===== config.mk =====
export PLATFORM = sky130hd
export DESIGN_NAME = cpu_sequencer_flat
export DESIGN_NICKNAME = d
export VERILOG_FILES = /design/src/rtl/cpu_sequencer_if.sv /design/src/rtl/cpu_sequencer.sv /design/src/flat_wrapper.sv
export SDC_FILE = /design/constraint.sdc
export NUM_CORES = 1
export LEC_CHECK = 0
export CORE_UTILIZATION = 45
export DETAILED_ROUTE_END_ITERATION = 8
export HOLD_SLACK_MARGIN = 0.1
export PLACE_DENSITY = 0.74
export SYNTH_ARGS = -nofsm -noshare
export SYNTH_HDL_FRONTEND = slang
export SYNTH_SLANG_ARGS = --single-unit

===== constraint.sdc =====
create_clock -name clk_slow -period 1.8 [get_ports clk_slow]
set_input_delay 0.18 -clock clk_slow [delete_from_list [all_inputs] [get_ports clk_slow]]
set_output_delay 0.18 -clock clk_slow [all_outputs]
set_load 0.1 [all_outputs]

===== src/rtl/cpu_sequencer_if.sv =====
// Control-unit request / memory handshake bundle between the sequencer and the datapath.
// master: the sequencer (issues strobes); slave: datapath, control unit and memory.
interface cpu_sequencer_if;
  logic [6:0] opcode;
  logic       mem_read_req;
  logic       mem_write_req;
  logic       reg_write_req;
  logic       jump_req;
  logic       mem_ready;
  logic       ifetch_en;
  logic       ir_load;
  logic       mem_read_strobe;
  logic       mem_write_strobe;
  logic       reg_write_strobe;
  logic       pc_advance;
  logic       pc_jump_sel;

  modport master (
    input  opcode, mem_read_req, mem_write_req, reg_write_req, jump_req, mem_ready,
    output ifetch_en, ir_load, mem_read_strobe, mem_write_strobe, reg_write_strobe,
           pc_advance, pc_jump_sel
  );

  modport slave (
    output opcode, mem_read_req, mem_write_req, reg_write_req, jump_req, mem_ready,
    input  ifetch_en, ir_load, mem_read_strobe, mem_write_strobe, reg_write_strobe,
           pc_advance, pc_jump_sel
  );
endinterface


===== src/rtl/cpu_sequencer.sv =====
// Multi-cycle fetch/decode/execute/memory/writeback sequencer sharing one memory port, with
// run/step control, sticky fault and retire counter. Define SEQ_EBREAK_EN for ebreak breakpoints.
module cpu_sequencer #(
  parameter int unsigned TIMEOUT_CYCLES = 15,
  parameter int unsigned COUNT_W        = 16
) (
  input  logic               clk_slow,
  input  logic               reset,
  input  logic               run,
  input  logic               step,
  cpu_sequencer_if.master    bus,
  output logic [2:0]         state,
  output logic               busy,
  output logic               fault,
  output logic               bp_hit,
  output logic [COUNT_W-1:0] instr_count
);

  typedef enum logic [2:0] {
    StIdle      = 3'd0,
    StFetch     = 3'd1,
    StDecode    = 3'd2,
    StExecute   = 3'd3,
    StMemory    = 3'd4,
    StWriteback = 3'd5,
    StHalt      = 3'd6
  } state_e;

  localparam logic [7:0] WaitLast = 8'(TIMEOUT_CYCLES - 1);

  state_e             state_q;
  logic               fault_q;
  logic               step_q;
  logic               step_edge_q;
  logic [7:0]         wait_q;
  logic [COUNT_W-1:0] count_q;
  logic               is_ebreak;
  logic               restart_blocked;
  logic               op_legal;

`ifdef SEQ_EBREAK_EN
  logic bp_hold_q;
  assign is_ebreak       = (bus.opcode == 7'b1110011);
  assign restart_blocked = bp_hold_q;
`else
  assign is_ebreak       = 1'b0;
  assign restart_blocked = 1'b0;
`endif

  always_comb begin
    op_legal = is_ebreak;
    case (bus.opcode)
      7'b0110011, 7'b0010011, 7'b0000011, 7'b0100011, 7'b1100011,
      7'b1101111, 7'b1100111, 7'b0110111, 7'b0010111: op_legal = 1'b1;
      default: ;
    endcase
  end

  always_ff @(posedge clk_slow or posedge reset) begin
    if (reset) begin
      state_q     <= StIdle;
      fault_q     <= 1'b0;
      step_q      <= 1'b0;
      step_edge_q <= 1'b0;
      wait_q      <= '0;
      count_q     <= '0;
`ifdef SEQ_EBREAK_EN
      bp_hold_q   <= 1'b0;
`endif
    end else begin
      step_q      <= step;
      step_edge_q <= step & ~step_q;
      wait_q      <= '0;
      unique case (state_q)
        StIdle: begin
          // The registered step edge lasts one cycle, so a step seen while busy is dropped.
          if ((run && !restart_blocked) || (!run && step_edge_q)) state_q <= StFetch;
        end
        StFetch, StMemory: begin
          if (bus.mem_ready) begin
            state_q <= (state_q == StFetch) ? StDecode : StWriteback;
          end else if (wait_q == WaitLast) begin
            state_q <= StHalt;
            fault_q <= 1'b1;
          end else begin
            wait_q <= wait_q + 8'd1;
          end
        end
        StDecode: begin
          if (op_legal) begin
            state_q <= StExecute;
          end else begin
            state_q <= StHalt;
            fault_q <= 1'b1;
          end
        end
        StExecute: begin
          if (bus.mem_read_req && bus.mem_write_req) begin
            state_q <= StHalt;
            fault_q <= 1'b1;
          end else if (bus.mem_read_req || bus.mem_write_req) begin
            state_q <= StMemory;
          end else begin
            state_q <= StWriteback;
          end
        end
        StWriteback: begin
          count_q <= count_q + COUNT_W'(1);
          if (run && !is_ebreak) state_q <= StFetch;
          else                   state_q <= StIdle;
        end
        StHalt: fault_q <= 1'b1;
        default: begin
          state_q <= StHalt;
          fault_q <= 1'b1;
        end
      endcase
`ifdef SEQ_EBREAK_EN
      if (!run || step_edge_q) bp_hold_q <= 1'b0;
      if (state_q == StWriteback && is_ebreak) bp_hold_q <= 1'b1;
`endif
    end
  end

  // Only ir_load sees mem_ready combinationally; memory strobes stay up until the handshake.
  always_comb begin
    bus.ifetch_en        = 1'b0;
    bus.ir_load          = 1'b0;
    bus.mem_read_strobe  = 1'b0;
    bus.mem_write_strobe = 1'b0;
    bus.reg_write_strobe = 1'b0;
    bus.pc_advance       = 1'b0;
    bus.pc_jump_sel      = 1'b0;
    bp_hit               = 1'b0;
    unique case (state_q)
      StFetch: begin
        bus.ifetch_en = 1'b1;
        bus.ir_load   = bus.mem_ready;
      end
      StMemory: begin
        bus.mem_read_strobe  = bus.mem_read_req;
        bus.mem_write_strobe = bus.mem_write_req;
      end
      StWriteback: begin
        bus.reg_write_strobe = bus.reg_write_req & ~is_ebreak;
        bus.pc_advance       = 1'b1;
        bus.pc_jump_sel      = bus.jump_req & ~is_ebreak;
        bp_hit               = is_ebreak;
      end
      default: ;
    endcase
  end

  assign state       = state_q;
  assign busy        = (state_q != StIdle) && (state_q != StHalt);
  assign fault       = fault_q;
  assign instr_count = count_q;

endmodule


===== src/flat_wrapper.sv =====
// flat-port wrapper written by rule: the top's interface ports become plain ports
module cpu_sequencer_flat 
#(
  parameter int unsigned TIMEOUT_CYCLES = 15,
  parameter int unsigned COUNT_W        = 16
)
  (clk_slow, reset, run, step, state, busy, fault, bp_hit, instr_count, bus_opcode, bus_mem_read_req, bus_mem_write_req, bus_reg_write_req, bus_jump_req, bus_mem_ready, bus_ifetch_en, bus_ir_load, bus_mem_read_strobe, bus_mem_write_strobe, bus_reg_write_strobe, bus_pc_advance, bus_pc_jump_sel);
  cpu_sequencer_if bus_i ();
  input  logic clk_slow;
  input  logic reset;
  input  logic run;
  input  logic step;
  output logic [2:0] state;
  output logic busy;
  output logic fault;
  output logic bp_hit;
  output logic [COUNT_W-1:0] instr_count;
  input wire logic [$bits(bus_i.opcode)-1:0] bus_opcode;
  input wire logic [$bits(bus_i.mem_read_req)-1:0] bus_mem_read_req;
  input wire logic [$bits(bus_i.mem_write_req)-1:0] bus_mem_write_req;
  input wire logic [$bits(bus_i.reg_write_req)-1:0] bus_reg_write_req;
  input wire logic [$bits(bus_i.jump_req)-1:0] bus_jump_req;
  input wire logic [$bits(bus_i.mem_ready)-1:0] bus_mem_ready;
  output wire logic [$bits(bus_i.ifetch_en)-1:0] bus_ifetch_en;
  output wire logic [$bits(bus_i.ir_load)-1:0] bus_ir_load;
  output wire logic [$bits(bus_i.mem_read_strobe)-1:0] bus_mem_read_strobe;
  output wire logic [$bits(bus_i.mem_write_strobe)-1:0] bus_mem_write_strobe;
  output wire logic [$bits(bus_i.reg_write_strobe)-1:0] bus_reg_write_strobe;
  output wire logic [$bits(bus_i.pc_advance)-1:0] bus_pc_advance;
  output wire logic [$bits(bus_i.pc_jump_sel)-1:0] bus_pc_jump_sel;
  assign bus_i.opcode = bus_opcode;
  assign bus_i.mem_read_req = bus_mem_read_req;
  assign bus_i.mem_write_req = bus_mem_write_req;
  assign bus_i.reg_write_req = bus_reg_write_req;
  assign bus_i.jump_req = bus_jump_req;
  assign bus_i.mem_ready = bus_mem_ready;
  assign bus_ifetch_en = bus_i.ifetch_en;
  assign bus_ir_load = bus_i.ir_load;
  assign bus_mem_read_strobe = bus_i.mem_read_strobe;
  assign bus_mem_write_strobe = bus_i.mem_write_strobe;
  assign bus_reg_write_strobe = bus_i.reg_write_strobe;
  assign bus_pc_advance = bus_i.pc_advance;
  assign bus_pc_jump_sel = bus_i.pc_jump_sel;
  cpu_sequencer #(.TIMEOUT_CYCLES(TIMEOUT_CYCLES), .COUNT_W(COUNT_W)) u_core (.clk_slow(clk_slow), .reset(reset), .run(run), .step(step), .bus(bus_i), .state(state), .busy(busy), .fault(fault), .bp_hit(bp_hit), .instr_count(instr_count));
endmodule

; Word-level counts from Yosys, hierarchy flattened
; Cells that the tools add are included.
[word_totals]
latchBits = 0
reg_bits = 30
romBits = 0
input_bits = 16
n_memories = 0
mem_bits_rw = 0
[classes]
magnitude_cmp = 0
shift = 0
muxes = 25
reduce_logical = 13
bitwise_logic = 4
n_addsub = 2
div = 0
eq_ne = 23
multipliers = 0
[ops]
columns = operator, count
row1 = 8-bit two-way mux, 3
row2 = "7-bit by 6-bit == test with 1-bit output, second input constant", 3
row3 = "7-bit == test, second input constant", 3
row4 = 3-bit two-way mux, 6
row5 = 3-bit case mux with 6 select lines, 1
row6 = "16-bit by 1-bit adder with 16-bit output, second input constant", 1
row7 = "7-bit by 5-bit == test with 1-bit output, second input constant", 2
row8 = 1-bit two-way mux, 14
row9 = "3-bit == test, second input constant", 3
row10 = 9-bit OR reduction, 1
row11 = "8-bit by 1-bit adder with 8-bit output, second input constant", 1
row12 = "8-bit by 4-bit == test with 1-bit output, second input constant", 1
row13 = "7-bit by 2-bit == test with 1-bit output, second input constant", 1
row14 = "3-bit by 2-bit == test with 1-bit output, second input constant", 2
row15 = "2-bit by 1-bit != test with 1-bit output, second input constant", 3
row16 = 5-bit AND reduction, 1
row17 = "2-bit != test, second input constant", 2
row18 = 1-bit case mux with 4 select lines, 1
row19 = 2-bit OR reduction, 2
row20 = "3-bit by 1-bit == test with 1-bit output, second input constant", 1
row21 = 1-bit logical AND, 3
row22 = 3-bit zero test, 1
row23 = "3-bit by 2-bit != test with 1-bit output, second input constant", 1
row24 = "3-bit != test, second input constant", 1
row25 = 6 further kinds, 9

; Logic depth before layout (Yosys ltp)
; Gate-level depths: netlist of the first run.
[depth]
ltp_word = 5
depth_mapped = 6
ltp_nobuf = 5

; Least setup slack after synthesis of the first run
; Ideal clock, no wire load.
[synth_timing]
path_kind = reg-to-output
from = register u_core.state_q[2], in the netlist u_core.state[2]
to = output bus_mem_read_strobe
path_slack_ns = -1.829
stages_incl_launch_ff = 4
path_buffers = 1
t_arrival_ns = 3.449
cell_sequence = dfrtp_1 > buf_6 > nand2b_4 > nor3b_1
[synth_via]
elab_chain_cells = 2
[synth_lines]
columns = item, line_no
row1 = start: declaration, cpu_sequencer.sv:31  ; state_e state_q;
row2 = start signal: assignment, cpu_sequencer.sv:61  ; state_q <= StIdle;
row3 = start signal: assignment, cpu_sequencer.sv:77  ; if ((run && !restart_blocked) || (!run && step_edge_q)) state_q <= StFetch;
row4 = start signal: assignment, cpu_sequencer.sv:81  ; state_q <= (state_q == StFetch) ? StDecode : StWriteback;
row5 = 3-bit == test, cpu_sequencer.sv:135  ; unique case (state_q)
row6 = 1-bit two-way mux, cpu_sequencer.sv:135
row7 = end: declaration, flat_wrapper.sv:26  ; output wire logic [$bits(bus_i.mem_read_strobe)-1:0] bus_mem_read_strobe;
; No other way between the ends.

; Worst setup path after layout of the first run
[layout_timing]
from = register u_core.state_q[2], in the netlist u_core.state[2]
to = output bus_pc_jump_sel
[layout_via]
elab_chain_cells = 2
[layout_lines]
columns = item, line_no
row1 = 3-bit == test, cpu_sequencer.sv:135
row2 = 1-bit two-way mux, cpu_sequencer.sv:135
row3 = end: declaration, flat_wrapper.sv:30  ; output wire logic [$bits(bus_i.pc_jump_sel)-1:0] bus_pc_jump_sel;
; No other way between the ends.

==> results of run 1 <==
how the worst max path moves through the flow:
| stage | start | to | slack [ps] | depth (start not counted) |
|---|---|---|---|---|
| detailed placement | bus_mem_ready | u_core.state[0]$_DFFE_PP0P_ | 90 | 5 |
| floorplan | u_core.state[1]$_DFFE_PP0P_ | bus_mem_read_strobe | -90 | 2 |
| finish | u_core.state[2]$_DFFE_PP0P_ | bus_pc_jump_sel | 50 | 4 |
| global route | u_core.state[1]$_DFFE_PP0P_ | bus_pc_jump_sel | 5 | 4 |
| global placement | bus_mem_ready | u_core.state[0]$_DFFE_PP0P_ | 160 | 5 |
| CTS | u_core.state[0]$_DFFE_PP0P_ | bus_pc_jump_sel | 10 | 4 |
flip-flops by register name (all words and copies together), names as in the netlist:
| name | count |
|---|---|
| u_core.fault | 1 |
| u_core.step_edge_q | 1 |
| u_core.step_q | 1 |
| u_core.wait_q | 8 |
| u_core.state | 3 |
| u_core.instr_count | 16 |
per-stage QoR:
stage | hold slack (ps) | cell area, sq um | utilization [%] | worst slack, ps | cells
CTS | 219 | 2260 | 67.3 | 9.99 | 245
floorplan | 211 | 1660 | - | -90.9 | 147
global route | 255 | 2280 | 67.8 | 5.50 | 247
global placement | 387 | 2190 | 65.0 | 156 | 235
detailed placement | 400 | 2190 | 65.0 | 95.0 | 235
finish | 219 | 2280 | 67.8 | 53.0 | 247
report_power, final:
part	total, mW	switching, mW	internal, mW	leakage (nW)
Sequential	0.730	0.0283	0.702	0.382
Clock	0.402	0.217	0.184	0.0314
Combinational	0.300	0.218	0.0818	0.559
Total	1.43	0.464	0.968	0.972
repair_timing:
action | in CTS | in global routing
hold buffers | 0 | 0
setup endpoints to repair | 2 | 2
setup buffers | 3 | 2
hold endpoints to repair | 0 | 0
pin swaps | 0 | 0
cell families (layout without fill, tap and decap cells):
kind of cell | after synthesis | in the layout | share of synthesized area [%]
AO/OA/AOI/OAI | 19 | 19 | 9.26
XOR/XNOR | 22 | 22 | 12.2
adder cells (fa/ha/maj) | 3 | 3 | 2.38
buffers and inverters | 11 | 65 | 4.28
flip-flops | 30 | 30 | 47.5
multiplexers | 1 | 1 | 0.713
other | 1 | 1 | 0.237
AND/OR/NAND/NOR | 60 | 60 | 23.4
worst register-to-register path: stages, from the launching register on:
cell,delay (ps)
dfrtp_4,500
buf_4,150
nand2b_1,180
a21o_2,220
a211o_1,240
o32ai_1,280
cell usage after synthesis (2+ instances only):
| cell type | instances | share of area [%] |
|---|---|---|
| dfrtp_1 | 30 | 48 |
| a21o_1 | 2 | 0.95 |
| o21ai_0 | 3 | 0.95 |
| and3_1 | 2 | 0.79 |
| xnor2_1 | 16 | 8.9 |
| nand2_1 | 9 | 2.1 |
| nor2_2 | 7 | 2.8 |
| buf_6 | 3 | 2.1 |
| nand4_1 | 5 | 2.0 |
| ha_1 | 3 | 2.4 |
| a211o_1 | 4 | 2.2 |
| nand3_1 | 7 | 2.2 |
| inv_1 | 6 | 1.4 |
| and2_1 | 3 | 1.2 |
| xor2_1 | 6 | 3.3 |
| nor3b_1 | 2 | 0.95 |
| nand2b_4 | 2 | 1.7 |
| nand2b_1 | 3 | 1.2 |
| and2_2 | 2 | 0.95 |
| nor2_1 | 7 | 1.7 |
layer usage:
metal	GRT usage, %	vias to the layer above	part of all wire, %
met2	31.7	47	50
li1	-	611	-
met4	5.84	0	0.66
met1	25.6	607	43
met3	6.09	2	6.2
met5	0	-	0
area by class of cell:
cell class	count	area (sq um)	share of cell area, %
multi-input cells	106	806	35.3
clock buffers	7	55.1	2.41
well taps	46	57.6	2.52
repair buffers	52	566	24.8
inverters	6	22.5	0.988
flip-flops and latches	30	773	33.9
==> qor.yml, run 1 <==
status:
  status: "finished, final reports clean"
synthesis:
  syn_area_sq_mm: 0.00158
  ys_async_sr_fraction_pct: 100
  synth_edf_count: 0
  synth_nets: 166
  yosysUniqueCellTypes: 45
  syn_avg_cell_area_sq_um: 10.8
  yosysWarnings: 0
  synth-seq-area-share_pct: 47.5
  synth_flop_cell: "dfrtp_1"
  synthCells: 147
  ys_ff_latch: 30
placed_design:
  place_hpwl_mm: 2.53
  io_buffers: 43
  globalplace.congestion: 0.858
grt:
  grt_max_degree: 31
  grt_pass1_vias: 1179
  grt_pass1_wl_mm: 5.24
  grtUsageTotal_pct: 19.7
  antenna_found_initial: 0
  gr-total-overflow: 0
power:
  p_leak_nw: 0.972
  power.density_mw_per_mm2: 628
  vdd_drop_max_mv: 0.893
  total_power_mw: 1.43
detailed_routing:
  routedWlPerCell_microns: 13.4
  ant_nets: 0
  dr.first_iter.drc_count: 24
  firstDrtPassIters: 4
  viasPerCell: 5.13
  vias: 1267
  drc: 0
  wirelength_mm: 3.32
setup_path:
  cp-start-kind: "register"
  cp_max_fo: 7
  slowest_stage: "dfrtp_4"
  crit_arrival_ps: 1570
  crit_type: "reg -> out"
  rrSetupSlack_ps: 120
  cp_data_required_time_ps: 1620
  crit_buf_inv: 2
  crit_path_end_kind: "primary output"
  reg2regPathDepth: 5
  slowest_delay_ps: 520
  crit_family: "flip-flops"
  r2r-end: "u_core.state[0]$_DFFE_PP0P_"
  cp_cell_sequence: "and3b_2 -> buf_4 -> and2_4 -> buf_12"
  r2r_start: "u_core.state[1]$_DFFE_PP0P_"
sta:
  fin_skew_ps: 9.77
  slew_violations: 0
  fin_crit_ps: 1750
  rsz0062_at_grt: "no"
  max_freq_ghz: 0.572
  setup_viol: 0
  fin_setup_tns_ps: 0
  finalCritPeriodShare_pct: 97.1
  hold_viol: 0
run:
  drv_cap: 0
final_layout:
  antenna_cells: 0
  synthToLayoutAreaGrowth_pct: 44.3
  final_cell_mix: "buf_4, dfrtp_1, xnor2_1, clkdlybuf4s50_1, buf_12"
  layout_commonest_cell: "buf_4"
  num-nets-final: 220
  drive_above_1_share_pct: 38.3
  filler_cell_count: 301
clocking:
  htreeDepth: 2
  clk_latency_ps: 320
  tritoncts: "yes"
  clkSinkCount: 30
  path_clk_slew_ps: 100
  cts.repair.resized: 0
  root_buffer: "clkbuf_4"
  numCtsBuffers: 5
  clock_path_buffers: 2
die:
  die_w_microns: 61.3
  fp.coreArea_sq_mm: 0.00336
  die_y_microns: 61.3
  start_util_pct: 47.0
  num_rows: 21
  dieArea_sq_mm: 0.00375
  pin_count: 45
hold_path:
  hold_class: "in -> async"
Note: power is estimated with default switching activity, not from simulation.
==> run 2: changes to the inputs <==
- CELL_PAD_IN_SITES_DETAIL_PLACEMENT: default -> 0
- CELL_PAD_IN_SITES_GLOBAL_PLACEMENT: default -> 1
- CORE_UTILIZATION: 45 -> 36
- PLACE_DENSITY: 0.74 -> 0.77
==> qor.yml, run 2 (synthesis results as in run 1) <==
status:
  status: "finished, final reports clean"
final_layout:
  final_cell_mix: "buf_4, dfrtp_1, xnor2_1, clkdlybuf4s50_1, buf_12"
  layout_commonest_cell: "buf_4"
  antenna_cells: 0
  utilization_pct: 56.1
  fin_cells: 250
  largest_reg_flops: 16
  synthToLayoutAreaGrowth_pct: 46.1
  num-nets-final: 218
  drive_above_1_share_pct: 38.5
run:
  drv_cap: 0
sta:
  fin_skew_ps: 9.41
  hold_viol: 0
  max_freq_ghz: 0.586
  setup_viol: 0
  slew_violations: 0
  finalCritPeriodShare_pct: 94.8
  fin_crit_ps: 1710
  rsz0062_at_grt: "no"
clocking:
  tritoncts: "yes"
  root_buffer: "clkbuf_8"
  numCtsBuffers: 5
  clock_path_buffers: 2
  path_clk_slew_ps: 70
  clk_latency_ps: 280
  clkSinkCount: 30
  htreeDepth: 2
  cts-hold-fix-buffers: 0
placed_design:
  place_inst: 239
  globalplace.congestion: 0.833
  place_hpwl_mm: 2.52
  io_buffers: 43
setup_path:
  rrSetupSlack_ps: 160
  cp_data_required_time_ps: 1620
  cp_max_fo: 8
  cp-start-kind: "register"
  crit_path_start: "u_core.state[2]$_DFFE_PP0P_"
  crit_arrival_ps: 1530
  crit_path_end_kind: "primary output"
  r2r_start: "u_core.state[2]$_DFFE_PP0P_"
  crit_type: "reg -> out"
die:
  dieArea_sq_mm: 0.00466
  die_w_microns: 68.3
  die_y_microns: 68.3
  fp.coreArea_sq_mm: 0.00412
  num_rows: 23
  start_util_pct: 38.4
  pin_count: 45
hold_path:
  hold_class: "in -> async"
detailed_routing:
  routedWlPerCell_microns: 13.3
  dr.first_iter.drc_count: 43
  firstDrtPassIters: 4
  viasPerCell: 4.94
  ant_nets: 0
  drc: 0
  vias: 1236
  wirelength_mm: 3.32
grt:
  gr-total-overflow: 0
  grtUsageTotal_pct: 16.8
  grt_max_degree: 31
  grt_pass1_wl_mm: 5.55
  grt_pass1_vias: 1216
  antenna_found_initial: 0
power:
  total_power_mw: 1.58
  p_leak_nw: 0.984
  power.density_mw_per_mm2: 686
  vdd_drop_max_mv: 1.21
## run 2: cell count changes in the layout (fill, tap and decap cells not counted)
cell,previous run,this run
buf_4,26,24
clkbuf_4,5,0
clkbuf_8,1,6
clkinv_2,0,1
or2_1,1,0
or2_4,0,1
## run 2: layout make-up
type / count / area [sq um]
well taps: 50 / 62.6
flip-flops and latches: 30 / 773
multi-input cells: 106 / 808
inverters: 6 / 22.5
clock buffers: 7 / 86.3
repair buffers: 50 / 551
clock inverters: 1 / 5.00
fillers: 370 / 1810
## run 2: routing by layer
metal | vias up | wire, microns | track usage [%] | part of all wire (%)
met3 | 7 | 200 | 4.67 | 6.0
met5 | - | 0 | 0 | 0
met2 | 40 | 1600 | 26.7 | 48
met4 | 0 | 69 | 9.64 | 2.1
li1 | 610 | - | - | -
met1 | 579 | 1440 | 20.1 | 43
## run 2: final timing paths
check / cells past startpoint / endpoint
max in group asynchronous: 3 / u_core.state[1]$_DFFE_PP0P_
worst min register to register: 1 / u_core.step_edge_q$_DFF_PP0_
worst max-delay path: 4 / bus_pc_jump_sel
min in group clk_slow: 1 / u_core.step_q$_DFF_PP0_
worst min-delay path: 3 / u_core.instr_count[9]$_DFFE_PP0P_
worst max register to register: 5 / u_core.wait_q[6]$_DFF_PP0_
## run 2: stage by stage
stage          hold slack [ps]  setup slack (ps)  cell area (sq um)  TNS [ps]
2_1_floorplan              211             -90.9               1660      -443
3_3_place_gp               386               166               2190         0
3_5_place_dp               386               103               2190         0
4_1_cts                    272              39.4               2310         0
5_1_grt                    302              34.2               2310         0
6_report                   267              92.8               2310         0
## run 2: worst max-delay path, cell delays in order, from the launching register on
cell     delay [ps]
dfrtp_4         470
buf_4           170
and3b_2         260
and2_4          180
buf_12          160
## run 2: timing repair
item	in CTS	in global routing
gates resized for setup	0	1
endpoints found under the setup margin	2	6
setup buffers	4	0
## run 2: where the power goes
part	internal, mW	switching, mW
sequential	0.703	0.0280
combinational	0.0820	0.219
clock	0.308	0.244
total	1.09	0.491
